**src/rtl/cpu_io_pkg.sv**
```systemverilog
// Shared constants for the CPU I/O bridge: I/O window register offsets and STATUS bit layout.
package cpu_io_pkg;

    localparam logic [3:0] IO_TXDATA  = 4'd0;
    localparam logic [3:0] IO_STATUS  = 4'd1;
    localparam logic [3:0] IO_CYCLO   = 4'd2;
    localparam logic [3:0] IO_CYCHI   = 4'd3;
    localparam logic [3:0] IO_SCRATCH = 4'd4;

    localparam int unsigned STATUS_FULL_BIT  = 0;
    localparam int unsigned STATUS_EMPTY_BIT = 1;
    localparam int unsigned STATUS_OVF_BIT   = 2;
    localparam int unsigned STATUS_CNT_LSB   = 8;

endpackage

```
**src/rtl/sync_fifo.sv**
```systemverilog
// Single-clock FIFO with occupancy count; a push into a full FIFO is accepted only alongside a pop.
module sync_fifo #(
    parameter int unsigned WIDTH = 8,
    parameter int unsigned AW    = 2
) (
    input  logic             clk,
    input  logic             rst,
    input  logic             push_i,
    input  logic [WIDTH-1:0] wdata_i,
    input  logic             pop_i,
    output logic [WIDTH-1:0] rdata_o,
    output logic             full_o,
    output logic             empty_o,
    output logic [AW:0]      count_o
);

    localparam int unsigned Depth    = 1 << AW;
    localparam logic [AW:0] DepthCnt = (AW + 1)'(Depth);

    logic [WIDTH-1:0] mem_q [Depth];
    logic [WIDTH-1:0] mem_d [Depth];
    logic [AW-1:0]    wptr_q, wptr_d;
    logic [AW-1:0]    rptr_q, rptr_d;
    logic [AW:0]      count_q, count_d;
    logic             push_fire, pop_fire;

    assign full_o  = (count_q == DepthCnt);
    assign empty_o = (count_q == '0);
    assign count_o = count_q;
    assign rdata_o = mem_q[rptr_q];

    assign pop_fire  = pop_i & ~empty_o;
    assign push_fire = push_i & (~full_o | pop_fire);

    always_comb begin
        mem_d   = mem_q;
        wptr_d  = wptr_q;
        rptr_d  = rptr_q;
        count_d = count_q;
        if (push_fire) begin
            mem_d[wptr_q] = wdata_i;
            wptr_d        = wptr_q + AW'(1);
        end
        if (pop_fire) begin
            rptr_d = rptr_q + AW'(1);
        end
        case ({push_fire, pop_fire})
            2'b10:   count_d = count_q + (AW + 1)'(1);
            2'b01:   count_d = count_q - (AW + 1)'(1);
            default: count_d = count_q;
        endcase
    end

    // Storage is not reset: entries are only observable once pushed.
    always_ff @(posedge clk) begin
        mem_q <= mem_d;
    end

    always_ff @(posedge clk) begin
        if (rst) begin
            wptr_q  <= '0;
            rptr_q  <= '0;
            count_q <= '0;
        end else begin
            wptr_q  <= wptr_d;
            rptr_q  <= rptr_d;
            count_q <= count_d;
        end
    end

endmodule

```
**src/rtl/cpu_io_bridge.sv**
```systemverilog
// CPU memory-port bridge: 16-word I/O window (TX FIFO, status, scratch, cycle counter), rest to RAM.
// Define CPU_IO_CYCLE_COUNTER_EN to build the 32-bit cycle counter and its high-half latch.
module cpu_io_bridge
    import cpu_io_pkg::*;
#(
    parameter int unsigned       AWIDTH  = 16,
    parameter int unsigned       DWIDTH  = 16,
    parameter logic [AWIDTH-1:0] IO_BASE = 16'hFFF0,
    parameter int unsigned       FIFO_AW = 2
) (
    input  logic              clk,
    input  logic              rst,
    input  logic [AWIDTH-1:0] cpu_raddr_i,
    input  logic              cpu_rd_i,
    output logic [DWIDTH-1:0] cpu_rdata_o,
    input  logic [AWIDTH-1:0] cpu_waddr_i,
    input  logic [DWIDTH-1:0] cpu_wdata_i,
    input  logic              cpu_wr_i,
    output logic [AWIDTH-1:0] ram_raddr_o,
    input  logic [DWIDTH-1:0] ram_rdata_i,
    output logic [AWIDTH-1:0] ram_waddr_o,
    output logic [DWIDTH-1:0] ram_wdata_o,
    output logic              ram_wr_o,
    output logic [7:0]        tx_data_o,
    output logic              tx_valid_o,
    input  logic              tx_ready_i
);

    logic              rd_in_win, wr_in_win;
    logic [3:0]        rd_off, wr_off;
    logic              tx_push, tx_pop, tx_full, tx_empty, tx_drop;
    logic [FIFO_AW:0]  tx_count;
    logic              status_rd;
    logic [DWIDTH-1:0] status_word, io_mux;

    logic              rd_is_io_q, rd_is_io_d;
    logic [DWIDTH-1:0] io_rdata_q, io_rdata_d;
    logic [DWIDTH-1:0] scratch_q, scratch_d;
    logic              ovf_q, ovf_d;
`ifdef CPU_IO_CYCLE_COUNTER_EN
    logic [31:0]       cyc_q, cyc_d;
    logic [15:0]       hi_q, hi_d;
`endif

    assign rd_in_win = (cpu_raddr_i[AWIDTH-1:4] == IO_BASE[AWIDTH-1:4]);
    assign wr_in_win = (cpu_waddr_i[AWIDTH-1:4] == IO_BASE[AWIDTH-1:4]);
    assign rd_off    = cpu_raddr_i[3:0];
    assign wr_off    = cpu_waddr_i[3:0];

    assign ram_raddr_o = cpu_raddr_i;
    assign ram_waddr_o = cpu_waddr_i;
    assign ram_wdata_o = cpu_wdata_i;
    assign ram_wr_o    = cpu_wr_i & ~wr_in_win;

    assign tx_push   = cpu_wr_i & wr_in_win & (wr_off == IO_TXDATA);
    assign tx_pop    = tx_valid_o & tx_ready_i;
    assign tx_drop   = tx_push & tx_full & ~tx_pop;
    assign status_rd = cpu_rd_i & rd_in_win & (rd_off == IO_STATUS);

    assign tx_valid_o  = ~tx_empty;
    assign cpu_rdata_o = rd_is_io_q ? io_rdata_q : ram_rdata_i;

    sync_fifo #(
        .WIDTH (8),
        .AW    (FIFO_AW)
    ) u_tx_fifo (
        .clk     (clk),
        .rst     (rst),
        .push_i  (tx_push),
        .wdata_i (cpu_wdata_i[7:0]),
        .pop_i   (tx_pop),
        .rdata_o (tx_data_o),
        .full_o  (tx_full),
        .empty_o (tx_empty),
        .count_o (tx_count)
    );

    always_comb begin
        status_word                                   = '0;
        status_word[STATUS_FULL_BIT]                  = tx_full;
        status_word[STATUS_EMPTY_BIT]                 = tx_empty;
        status_word[STATUS_OVF_BIT]                   = ovf_q;
        status_word[STATUS_CNT_LSB +: FIFO_AW + 1]    = tx_count;

        io_mux = '0;
        case (rd_off)
            IO_STATUS:  io_mux = status_word;
            IO_SCRATCH: io_mux = scratch_q;
`ifdef CPU_IO_CYCLE_COUNTER_EN
            IO_CYCLO:   io_mux[15:0] = cyc_q[15:0];
            IO_CYCHI:   io_mux[15:0] = hi_q;
`endif
            default:    io_mux = '0;
        endcase
    end

    always_comb begin
        rd_is_io_d = rd_in_win & cpu_rd_i;
        io_rdata_d = io_mux;
        scratch_d  = (cpu_wr_i & wr_in_win & (wr_off == IO_SCRATCH)) ? cpu_wdata_i : scratch_q;
        // A drop in the same cycle as a STATUS read must stay visible on the next read.
        ovf_d      = (ovf_q & ~status_rd) | tx_drop;
`ifdef CPU_IO_CYCLE_COUNTER_EN
        cyc_d      = cyc_q + 32'd1;
        hi_d       = (cpu_rd_i & rd_in_win & (rd_off == IO_CYCLO)) ? cyc_q[31:16] : hi_q;
`endif
    end

    always_ff @(posedge clk) begin
        if (rst) begin
            rd_is_io_q <= 1'b0;
            io_rdata_q <= '0;
            scratch_q  <= '0;
            ovf_q      <= 1'b0;
`ifdef CPU_IO_CYCLE_COUNTER_EN
            cyc_q      <= '0;
            hi_q       <= '0;
`endif
        end else begin
            rd_is_io_q <= rd_is_io_d;
            io_rdata_q <= io_rdata_d;
            scratch_q  <= scratch_d;
            ovf_q      <= ovf_d;
`ifdef CPU_IO_CYCLE_COUNTER_EN
            cyc_q      <= cyc_d;
            hi_q       <= hi_d;
`endif
        end
    end

endmodule

```
**config.mk**
```make
export PLATFORM = sky130hd
export DESIGN_NAME = cpu_io_bridge
export DESIGN_NICKNAME = d
export VERILOG_FILES = /design/src/rtl/cpu_io_pkg.sv /design/src/rtl/sync_fifo.sv /design/src/rtl/cpu_io_bridge.sv
export SDC_FILE = /design/constraint.sdc
export NUM_CORES = 1
export LEC_CHECK = 0
export BUFFER_PORTS_ARGS = -buffer_cell sky130_fd_sc_hd__buf_2
export CAP_MARGIN = 20
export CELL_PAD_IN_SITES_DETAIL_PLACEMENT = 1
export CELL_PAD_IN_SITES_GLOBAL_PLACEMENT = 1
export CORE_MARGIN = 2
export CORE_UTILIZATION = 38
export CTS_BUF_LIST = sky130_fd_sc_hd__clkbuf_4 sky130_fd_sc_hd__clkbuf_8
export DETAILED_ROUTE_END_ITERATION = 6
export HOLD_SLACK_MARGIN = 0.15
export PLACE_DENSITY_LB_ADDON = 0.2
export SYNTH_ARGS = -nofsm -noshare
export SYNTH_HDL_FRONTEND = slang
export SYNTH_HIERARCHICAL = 1
export SYNTH_SLANG_ARGS = --single-unit
```
**constraint.sdc**
```tcl
create_clock -name clk -period 5.01 [get_ports clk]
set_input_delay 1.2525 -clock clk [delete_from_list [all_inputs] [get_ports clk]]
set_output_delay 1.2525 -clock clk [all_outputs]
set_load 0.01 [all_outputs]
```
After elaboration in Yosys (flattened, before gate mapping)
Cells that the tools add are included.

Word-level logic and storage cells: 60. Input bits: 69. Register bits after elaboration: 73.

Reductions and logical operators: 4. Magnitude comparators: 3. Equal/unequal tests: 8. Bitwise operators: 21. Add/subtract/negate cells: 4. Multiplexer cells: 9.

Operators by type and width (number): $bwmux 32 (1); $pmux 16 s2 (1); $eq 12x12->1 const B (2); $mux 8 (3); $bmux 8 s2 (1); $demux 8 s2 (1); $mux 16 (1); $and 1x1->1 (12); $eq 4x3->1 const B (2); $ge 3x3->1 const B (2); $not 2->3 (2); $pmux 3 s2 (1); $not 1->1 (5); $add 2x1->2 const B (2); $eq 4x1->1 const B (1); $logic_not 4->1 (1); $add 3x1->3 const B (1); $eq 3x3->1 const B (1); $logic_not 3->1 (1); $lt 3x1->1 const B (1); $sub 3x1->3 const B (1); $eq 2x1->1 const B (1); $eq 2x2->1 const B (1); $or 1x1->1 (2); 2 further kinds (2).

Depth between registers and ports, before layout
Word-level depth: 8. Gate-level depth with buffers: 12. Mapped depth without buffers: 11.

Cells and area by module
The synthesis kept the hierarchy.

Modules (own cells, without submodules): cpu_io_bridge (area each 1891.8 sq um, cells an instance 203, sequential area each 680.7 sq um, instances 1); sync_fifo (area each 1604.0 sq um, cells an instance 93, sequential area each 1101.1 sq um, instances 1).

Worst setup path before layout
Ideal clock, no wire load.

Path type: input -> register. Start: input port cpu_waddr_i[1]. End: register u_tx_fifo.count_q[2], in the netlist u_tx_fifo/count_o[2]. Slack: 1121 ps. Setup time: 70 ps. Stages: 12. Path buffers: 1. Arrival: 3819 ps. Path through: or4b_4 -> nor4_4 -> clkbuf_8 -> and2_1 -> a21boi_2 -> inv_1 -> ha_1 -> inv_1 -> fa_1 -> xor2_1 -> or3_2 -> a21oi_1.

Longest elaborated chain between the ends: 5.

RTL lines: from (decl) (line cpu_io_bridge.sv:16) `input logic [AWIDTH-1:0] cpu_waddr_i,`; $logic_not 4->1 (*) (line cpu_io_bridge.sv:55) `assign tx_push = cpu_wr_i & wr_in_win & (wr_off == IO_TXDATA);`; $and 1x1->1 (*) (line cpu_io_bridge.sv:55); net tx_push (line cpu_io_bridge.sv:31) `logic tx_push, tx_pop, tx_full, tx_empty, tx_drop;`; $and 1x1->1 (*) (line sync_fifo.sv:33) `assign push_fire = push_i & (~full_o | pop_fire);`; $eq 2x1->1 / $eq 2x2->1 (equally long branches) (line sync_fifo.sv:47) `case ({push_fire, pop_fire})`; $pmux 3 s2 / $reduce_bool 2->1 (equally long branches); to (signal assigned) (line sync_fifo.sv:67) `count_q <= count_d;`; to (decl) (line sync_fifo.sv:24) `logic [AW:0] count_q, count_d;`.

The timed path passes the listed nets; every way through them passes the cells marked *. A chain may end at the register's enable or synchronous reset.

Worst setup path after layout
Same ends and word-level chain as after synthesis.

==> flow_summary.json <==
{
  "power_mw": 1.17,
  "worstPathMaxFanout": 18,
  "hold_viol_final": 0,
  "start_kind": "input pin",
  "routed-via-count": 2508,
  "synth_area_leader_cell": "edfxtp_1",
  "cts_inserted_buffers": 9,
  "period_needed_ns": 3.68,
  "clkLatencyLatePin_ns": 0.34,
  "overflow": 0,
  "maxCapViolations": 0,
  "hold_depth": 1,
  "numPortBuffers": 142,
  "met1_usage": 0.216,
  "grt_max_degree": 35,
  "ctsResizeCount": 0,
  "cts.clk_slew.worst_paths_ns": 0.07,
  "use_met3": 0.0272,
  "cts_hold_buf": 0,
  "fp.dieH_um": 99.9,
  "post_cts.repair.setup_buffers": 0,
  "rsz0062_at_grt": "no",
  "async_flop_share": 0,
  "synth_nets": 371,
  "nets": 465,
  "drive_gt1_frac": 0.499,
  "dieArea_um2": 9980,
  "synth_area_um2": 3500,
  "crit_chain": "buf_2 > or4b_4 > nor4_4 > buf_4 > and2_1 > a21boi_2 > inv_1 > ha_1 > inv_1 > fa_1 > xor2_1 > or3_2 > a21oi_1",
  "synth-seq-cells": 73,
  "stdcell_count": 503,
  "grt_pass1_vias": 2605,
  "yosysSeqAreaShare": 0.510,
  "worst_slew_pin_slew_ns": 0.719,
  "yosysWarnings": 6,
  "path_class": "input pin to register",
  "cpPeakStageDelay_ns": 0.55,
  "antenna_found_initial": 0,
  "reg2reg_from": "u_tx_fifo/count_o[0]$_SDFFE_PP0P_",
  "hold_path.class": "register to register",
  "gr-usage-met2": 0.294,
  "totalNegativeSetupSlack_ns": 0,
  "drv_slew": 0,
  "synth_edf_count": 32,
  "cp_top_family": "simple AND/OR/NAND/NOR gates",
  "status": "complete, no violations",
  "rows": 34,
  "worstPathBufferInverterCount": 4,
  "p_per_area_nw_per_um2": 288,
  "busiest_layer": "met2",
  "skew_ns": 0.00507,
  "syn_inst": 296,
  "ioPinCount": 143,
  "syn_to_final_growth_pct": 16.2,
  "syn_area_per_cell_um2": 11.8,
  "ant_nets": 0,
  "synth_top_area_frac": 0.275,
  "first_iter_violations": 95,
  "dp_slack_ns": 0.956,
  "ys.flop_type": "dfxtp_1",
  "hpwl_mm": 6.18,
  "fmax_mhz": 271,
  "die_w_um": 99.9,
  "drt-total-wl_mm": 8.34,
  "via_per_inst": 4.99,
  "fin_ws_ns": 1.33,
  "hold_end": "io_rdata_q[15]$_SDFF_PP0_",
  "cp-startpoint": "cpu_waddr_i[1]",
  "hp-start": "scratch_q[15]$_SDFFE_PP0P_",
  "utilization": 0.461,
  "core_um2": 8810,
  "endpoint_kind": "register",
  "h-tree-depth": 3,
  "p_leak_nw": 1.64,
  "min_period_over_period": 0.735,
  "grt_first_pass_wirelength_mm": 13.2,
  "dr.pass1.iters": 4,
  "ir_drop_uv": 110,
  "start_util": 0.397,
  "gp_congestion": 0.695,
  "crit_required_ns": 5.28,
  "r2r-end": "u_tx_fifo/count_o[2]$_SDFFE_PP0P_",
  "slowest_stage": "or4b_4",
  "ys_types": 42,
  "dp_cells": 487,
  "yosys-top-cells-count": "buf_4, dfxtp_1, edfxtp_1, a21oi_1, nand3_1",
  "synth_most_common_cell": "buf_4",
  "nFillCells": 995,
  "track_usage": 0.171,
  "drc_errors": 0,
  "clk_path_buf_depth": 2,
  "reg2reg_depth": 11,
  "cts-root-buf": "clkbuf_8",
  "maxSlewHeadroom": 0.520,
  "antennaDiodeCount": 0,
  "cts.sinks": 73,
  "cts_tree": "built",
  "cpMostUsedCell": "inv_1",
  "yosys-top-cells-area": "edfxtp_1, dfxtp_1, buf_4",
  "critPathArrivalTime_ns": 3.95,
  "ff2ff_setup_slack_ns": 2.24,
  "wire_per_inst_um": 16.6,
  "setup_viol": 0
}
layout make-up:
class,count,area [µm²],share of cell area
Multi-Input combinational cell,150,1180,0.291
Clock buffer,12,146,0.0360
Tap cell,108,135,0.0333
Clock inverter,4,43.8,0.0108
Sequential cell,73,1780,0.439
Timing Repair Buffer,145,733,0.181
Inverter,11,41.3,0.0102
worst register-to-register path: stages (launching register included):
cell	delay (ns)
dfxtp_1	0.38
nor3_1	0.51
nor2b_1	0.19
inv_1	0.12
a21boi_2	0.11
inv_1	0.09
ha_1	0.18
inv_1	0.06
fa_1	0.37
xor2_1	0.16
or3_2	0.40
a21oi_1	0.14
worst max path at each step:
stage	to	slack [ns]	cells past startpoint
floorplan	u_tx_fifo/count_o[2]$_SDFFE_PP0P_	1.12	12
global placement	u_tx_fifo/count_o[2]$_SDFFE_PP0P_	1.05	13
detailed placement	u_tx_fifo/count_o[2]$_SDFFE_PP0P_	0.96	13
CTS	u_tx_fifo/count_o[2]$_SDFFE_PP0P_	1.32	13
global route	u_tx_fifo/count_o[2]$_SDFFE_PP0P_	1.21	13
finish	u_tx_fifo/count_o[2]$_SDFFE_PP0P_	1.33	13
where the power goes:
part           switching (mW)  internal, mW
combinational          0.0547        0.0446
clock                   0.205         0.244
sequential          0.0000362         0.620
total                   0.260         0.908
state kept, by name, summed over array words and instances, names as in the netlist:
signal / flops
scratch_q: 16
u_tx_fifo/rptr_q: 2
u_tx_fifo/mem_q: 32
u_tx_fifo/wptr_q: 2
rd_is_io_q: 1
io_rdata_q: 16
u_tx_fifo/count_o: 3
ovf_q: 1
placed cells by master, fill, tap and decap left out, types with 5 or more instances in the layout:
master    count
buf_2       142
nor2_1       13
inv_1        11
o21ai_0       9
a22oi_1       6
nand4_1       5
edfxtp_1     32
o21ai_1       8
mux4_2        8
nand3_1      17
a21oi_1      20
mux2_2       16
and2_1       11
clkbuf_8      9
ha_1          5
dfxtp_1      41
kinds of logic (layout without fill, tap and decap cells):
logic type / after synthesis / after routing / share of synthesized area
muxes: 26 / 26 / 0.110
buffers and inverters: 73 / 172 / 0.153
AOI/OAI and AO/OA: 48 / 48 / 0.0787
xor gates and xnor gates: 3 / 3 / 0.00752
and+or+nand+nor: 67 / 67 / 0.117
DFF: 73 / 73 / 0.510
adders and majority gates: 6 / 6 / 0.0236
through the flow:
step	hold slack (ns)	instance area, µm²
after floorplan	0.423	3500
after global placement	0.440	3870
after detailed placement	0.435	3870
after CTS	0.448	4060
after global routing	0.470	4060
final	0.446	4060
metal layers:
metal	up-vias	wire, µm
met5	-	0
li1	1192	-
met2	102	4190
met3	10	462
met4	0	134
met1	1204	3550
Power figures use the tool's default switching activity.
